$ cat src/rtl/pipe_pkg.sv
// Shared definitions for the instruction-fetch stage: fetch FSM states,
// the bubble instruction and the default reset PC.
package pipe_pkg;

   typedef enum logic [1:0] {
      REQ  = 2'd0,
      WAIT = 2'd1,
      HOLD = 2'd2,
      DROP = 2'd3
   } fetch_state_t;

   // addi x0, x0, 0
   localparam logic [31:0] DEF_NOP_INST = 32'h0000_0013;
   localparam logic [31:0] DEF_RESET_PC = 32'h0000_0000;

   // Word-align a target address by clearing the byte offset.
   function automatic logic [31:0] word_align(input logic [31:0] addr);
      return addr & ~32'd3;
   endfunction

endpackage

$ cat src/rtl/if_pc_reg.sv
// Program counter register: reset, redirect load (word-aligned), and +4
// advance. The increment wraps naturally at 2^32.
module if_pc_reg
   import pipe_pkg::*;
#(
   parameter logic [31:0] RESET_PC = DEF_RESET_PC
) (
   input  logic        clk,
   input  logic        rst,
   input  logic        i_load,
   input  logic [31:0] i_load_pc,
   input  logic        i_inc,
   output logic [31:0] o_pc,
   output logic [31:0] o_pc_plus4
);

   logic [31:0] r_pc;
   logic [31:0] w_pc_plus4;

   assign w_pc_plus4 = r_pc + 32'd4;

   // Reset wins, then a redirect load, then the sequential advance.
   always_ff @(posedge clk) begin
      if (rst) begin
         r_pc <= RESET_PC;
      end else if (i_load) begin
         r_pc <= word_align(i_load_pc);
      end else if (i_inc) begin
         r_pc <= w_pc_plus4;
      end
   end

   assign o_pc       = r_pc;
   assign o_pc_plus4 = w_pc_plus4;

endmodule

$ cat src/rtl/if_fetch_unit.sv
// Instruction-fetch stage feeding the IF/ID register. Keeps one request
// outstanding to instruction memory, buffers the returned word and hands
// it to IF/ID under hazard-unit control. An EX redirect flushes IF/ID with
// a bubble in the same cycle and steers the PC to the branch target.
//
// state | meaning
// ------+---------------------------------------------------------------
// REQ   | issue a fetch for pc_q
// WAIT  | request outstanding, waiting for imem_rvalid
// HOLD  | instruction buffered and presented; advance when PC_Write=1
// DROP  | stale request outstanding after a redirect; discard its data
module if_fetch_unit
   import pipe_pkg::*;
#(
   parameter logic [31:0] RESET_PC = DEF_RESET_PC,
   parameter logic [31:0] NOP_INST = DEF_NOP_INST
) (
   input  logic        clk,
   input  logic        rst,
   input  logic        PC_Write,
   input  logic        redirect_valid,
   input  logic [31:0] redirect_PC,
   output logic        imem_req,
   output logic [31:0] imem_addr,
   input  logic        imem_rvalid,
   input  logic [31:0] imem_rdata,
   output logic [31:0] PC_IF,
   output logic [31:0] inst_IF,
   output logic        IF_ID_Write
);

   fetch_state_t r_state;
   logic [31:0]  r_inst_buf;
   logic [31:0]  r_pc_buf;

   logic [31:0]  w_pc_q;
   logic [31:0]  w_pc_plus4;
   logic         w_hold;
   logic         w_fire;
   logic         w_flush;

   assign w_hold  = (r_state == HOLD);
   // A redirect outranks the hand-off: the branch is older than the
   // instruction sitting in the buffer.
   assign w_fire  = w_hold && PC_Write && !redirect_valid;
   assign w_flush = redirect_valid && !rst;

   if_pc_reg #(
      .RESET_PC (RESET_PC)
   ) u_pc_reg (
      .clk        (clk),
      .rst        (rst),
      .i_load     (redirect_valid),
      .i_load_pc  (redirect_PC),
      .i_inc      (w_fire),
      .o_pc       (w_pc_q),
      .o_pc_plus4 (w_pc_plus4)
   );

   // Request side: REQ fetches pc_q; HOLD chains the next fetch into the
   // hand-off cycle so a 1-cycle memory sustains one instruction per two
   // cycles. Redirect and reset suppress any request.
   assign imem_req  = !rst && !redirect_valid &&
                      ((r_state == REQ) || (w_hold && PC_Write));
   assign imem_addr = w_hold ? w_pc_plus4 : w_pc_q;

   // IF/ID side: the buffered pair is presented from registers; a flush
   // (or reset) overrides it with a bubble at PC 0.
   assign IF_ID_Write = !rst && (redirect_valid || (w_hold && PC_Write));
   assign PC_IF       = (rst || w_flush) ? 32'd0    : r_pc_buf;
   assign inst_IF     = (rst || w_flush) ? NOP_INST : r_inst_buf;

   // Fetch FSM and instruction buffer.
   always_ff @(posedge clk) begin
      if (rst) begin
         r_state    <= REQ;
         r_inst_buf <= NOP_INST;
         r_pc_buf   <= 32'd0;
      end else if (redirect_valid) begin
         // Whatever is buffered belongs to the wrong path.
         r_inst_buf <= NOP_INST;
         r_pc_buf   <= 32'd0;
         case (r_state)
            // A request still in flight must be drained before refetching;
            // if its response lands this very cycle it is simply dropped.
            WAIT, DROP: r_state <= imem_rvalid ? REQ : DROP;
            default:    r_state <= REQ;
         endcase
      end else begin
         case (r_state)
            REQ: begin
               r_state <= WAIT;
            end
            WAIT: begin
               if (imem_rvalid) begin
                  r_inst_buf <= imem_rdata;
                  r_pc_buf   <= w_pc_q;
                  r_state    <= HOLD;
               end
            end
            HOLD: begin
               if (PC_Write) begin
                  r_state <= WAIT;
               end
            end
            DROP: begin
               if (imem_rvalid) begin
                  r_state <= REQ;
               end
            end
            default: begin
               r_state <= REQ;
            end
         endcase
      end
   end

endmodule

$ cat config.mk
export PLATFORM = sky130hd
export DESIGN_NAME = if_fetch_unit
export DESIGN_NICKNAME = d
export VERILOG_FILES = /design/src/rtl/pipe_pkg.sv /design/src/rtl/if_pc_reg.sv /design/src/rtl/if_fetch_unit.sv
export SDC_FILE = /design/constraint.sdc
export NUM_CORES = 1
export LEC_CHECK = 0
export BUFFER_PORTS_ARGS = -buffer_cell sky130_fd_sc_hd__buf_2
export CAP_MARGIN = 20
export CORE_ASPECT_RATIO = 1.1
export CORE_MARGIN = 3
export CORE_UTILIZATION = 51
export CTS_BUF_LIST = sky130_fd_sc_hd__clkbuf_16
export DETAILED_ROUTE_END_ITERATION = 6
export GPL_TIMING_DRIVEN = 1
export PLACE_DENSITY_LB_ADDON = 0.05
export SLEW_MARGIN = 0
export SYNTH_ARGS = -nofsm -noshare
export SYNTH_HDL_FRONTEND = slang
export SYNTH_SLANG_ARGS = --single-unit
export TNS_END_PERCENT = 30
$ cat constraint.sdc
create_clock -name clk -period 2.4 [get_ports clk]
set_input_delay 0.36 -clock clk [delete_from_list [all_inputs] [get_ports clk]]
set_output_delay 0.36 -clock clk [all_outputs]
set_load 0.02 [all_outputs]
==> out/results.ini <==
[run_status]
outcome = finished, final reports clean

[global_route]
grt_max_degree = 63
track_usage = 0.255
grt_use_met2 = 0.405
grt_pass1_vias = 4906
grt_overflow = 0
grt_first_pass_wirelength_mm = 23.7
grt.busiest_layer = met2
met1_usage = 0.358
antenna_found_initial = 0
met3_usage = 0.0414

[finish]
n_antenna_cell = 0
stdcell_count = 993
finish.utilization = 0.683
final_nets = 938
fillers = 857
synthToLayoutAreaGrowth_pct = 30.0
layout-drive-gt1-share = 0.309

[detailed_routing]
wl_per_cell_um = 15.6
vias_per_cell = 5.55
antenna_left = 0
drt-pass1-iter-count = 5
num_vias = 5509
drc_errors = 0
drt_iter0_markers = 392
routed_wl_mm = 15.5

[die]
core_sq_um = 9890
die_w_um = 102
num_rows = 38
io_pins = 167
start_util = 0.525
fp.dieH_um = 112
die_area_sq_um = 11400

[critical_path]
path_class = register to output port
worstPathArrival_ns = 2.02
worstPathMaxFanout = 6
endpoint_kind = output port
rr_startpoint = u_pc_reg.o_pc[9]
critical_path_required_ns = 2.04
cp-start-kind = register
cp-startpoint = u_pc_reg.o_pc[7]
cp_slowest_stage_delay_ns = 0.34
crit_slowest_cell = dfxtp_2
path_cells = buf_6 -> nand4b_1 -> nor3_1 -> buf_4 -> buf_6 -> nand3_1 -> xnor2_1 -> buf_4

[timing]
rsz0062_at_grt = true
hold_violations = 0
finalSetupViolCount = 0
post-route-min-period_ns = 2.38
fin_crit_sh = 0.991
slew_viol_final = 0
fmax_mhz = 420
tightest_slew_ns = 0.637
maxSlewHeadroom = 0.572
worst_clock_skew_ns = 0.00877

[yosys]
syn_area_sq_um = 5190
synth_flop_cell = dfxtp_1
ys_ff_latch = 94
synth_edf_count = 0
syn_inst = 704
seq_area_frac_synth = 0.362
yosysWarnings = 0
syn_area_per_cell_sq_um = 7.38
synthDistinctLibCells = 51
async_flop_share = 0

[power_and_ir_drop]
power_density_nw_per_um2 = 535
p_total_w = 0.00361
irDropWorstVdd_mv = 0.440
power_leakage_nw = 2.83

[clock_network]
clk_pin_slew_ns = 0.07
cts_tree = built
clkLatencyLatePin_ns = 0.34
clkSinkCount = 94
cts_buffers = 9
htree_levels = 3
root_buffer = clkbuf_16
cts_max_path_buffers = 2

[min_path]
worstHoldStart = imem_rdata[0]
hp-class = primary input to register

[placement]
gp_congestion = 0.945
hpwl_mm = 10.9
placed_cells = 960
port_buffers = 160

[run]
drv_cap = 0

==> state kept, by name (all words and copies together) (netlist names) <==
signal / count
r_state: 2
r_pc_buf: 30
u_pc_reg.o_pc: 30
r_inst_buf: 32
==> critical path: cells and delay by family, from the launching register on <==
family        cells  cell delay [ns]
xor+xnor          1             0.16
buf+inv           4             0.61
flops             1             0.34
simple gates      3             0.56
==> through the flow <==
stage	instance area [sq um]	worst slack, ns	setup TNS (ns)	hold WS (ns)
after floorplan	5210	0.131	0	0.432
after global placement	6210	0.228	0	0.437
after detailed placement	6210	0.115	0	0.442
after CTS	6520	-0.00678	-0.00678	0.237
after global routing	6750	-0.0907	-0.309	0.239
final	6750	0.0216	0	0.248
==> path summary, 6_finish.rpt <==
kind / endpoint / slack (ns) / depth (start not counted)
hold reg to reg: r_pc_buf[31] / 0.45 / 2
hold / removal: r_inst_buf[0] / 0.25 / 3
setup / recovery: imem_addr[28] / 0.02 / 8
setup reg to reg: u_pc_reg.o_pc[20] / 0.30 / 5
==> per-layer routing <==
layer	routed length, um	up-vias
met5	0	-
met1	6930	2516
li1	-	2726
met3	1130	21
met4	216	0
met2	7230	246
==> area by class of cell <==
type / instances / area (sq um) / share of cell area
multi-input combinational: 533 / 3060 / 0.453
clock inverter: 7 / 65.1 / 0.00964
timing repair buffer: 224 / 1330 / 0.196
sequential: 94 / 1900 / 0.282
inverter: 6 / 22.5 / 0.00334
clock buffer: 9 / 225 / 0.0334
tap: 120 / 150 / 0.0222
==> Yosys cell counts, types with 3 or more instances <==
library cell | instances | area [sq um]
a2111oi_0 | 3 | 26.3
a211oi_1 | 9 | 67.6
a21oi_1 | 64 | 320
a311oi_1 | 7 | 61.3
a31oi_1 | 9 | 56.3
and2_1 | 70 | 438
and3_1 | 9 | 56.3
and4_1 | 7 | 61.3
buf_1 | 4 | 15.0
buf_2 | 9 | 45.0
buf_4 | 11 | 82.6
clkbuf_1 | 50 | 188
dfxtp_1 | 94 | 1880
inv_1 | 5 | 18.8
nand2_1 | 158 | 593
nand3_1 | 22 | 110
nand3b_1 | 3 | 22.5
nand4_1 | 17 | 106
nand4b_1 | 4 | 35.0
nor2_1 | 33 | 124
nor3_1 | 9 | 45.0
nor4_1 | 10 | 62.6
o211ai_1 | 5 | 37.5
o21ai_0 | 5 | 25.0
o221ai_1 | 5 | 43.8
o31ai_1 | 3 | 22.5
or3_1 | 8 | 50.1
or4_1 | 7 | 52.6
xnor2_1 | 29 | 254
xor2_1 | 9 | 78.8
==> power by group <==
part	total, W	switching, W	leakage (nW)	internal, W
Combinational	0.000531	0.000314	1.92	0.000217
Sequential	0.00167	0.0000566	0.770	0.00161
Clock	0.00142	0.000615	0.147	0.000803
==> repair_timing <==
item | in CTS | in global routing
pin swaps | 0 | 9
hold buffers | 0 | 0
endpoints found under the setup margin | 12 | 18
gates cloned | 0 | 1
buffers inserted | 0 | 16
resized for setup | 7 | 31
==> cells by family after synthesis <==
group                      Yosys count  share of synthesized area
adders and majority gates            1                    0.00241
xor gates and xnor gates            38                     0.0641
AOI/OAI and AO/OA                  119                      0.141
buffers and inverters               80                     0.0679
DFF                                 94                      0.362
other                                1                   0.000722
and+or+nand+nor                    371                      0.362
==> cell usage in the layout, fill, tap and decap left out, types with 17 or more instances in the layout <==
cell	netlist	layout
a21oi_1	64	64
and2_1	70	70
buf_2	9	153
buf_4	11	66
dfxtp_1	94	84
nand2_1	158	158
nand3_1	22	19
nand4_1	17	17
nor2_1	33	31
xnor2_1	29	29
(Power assumes the default switching activity.)
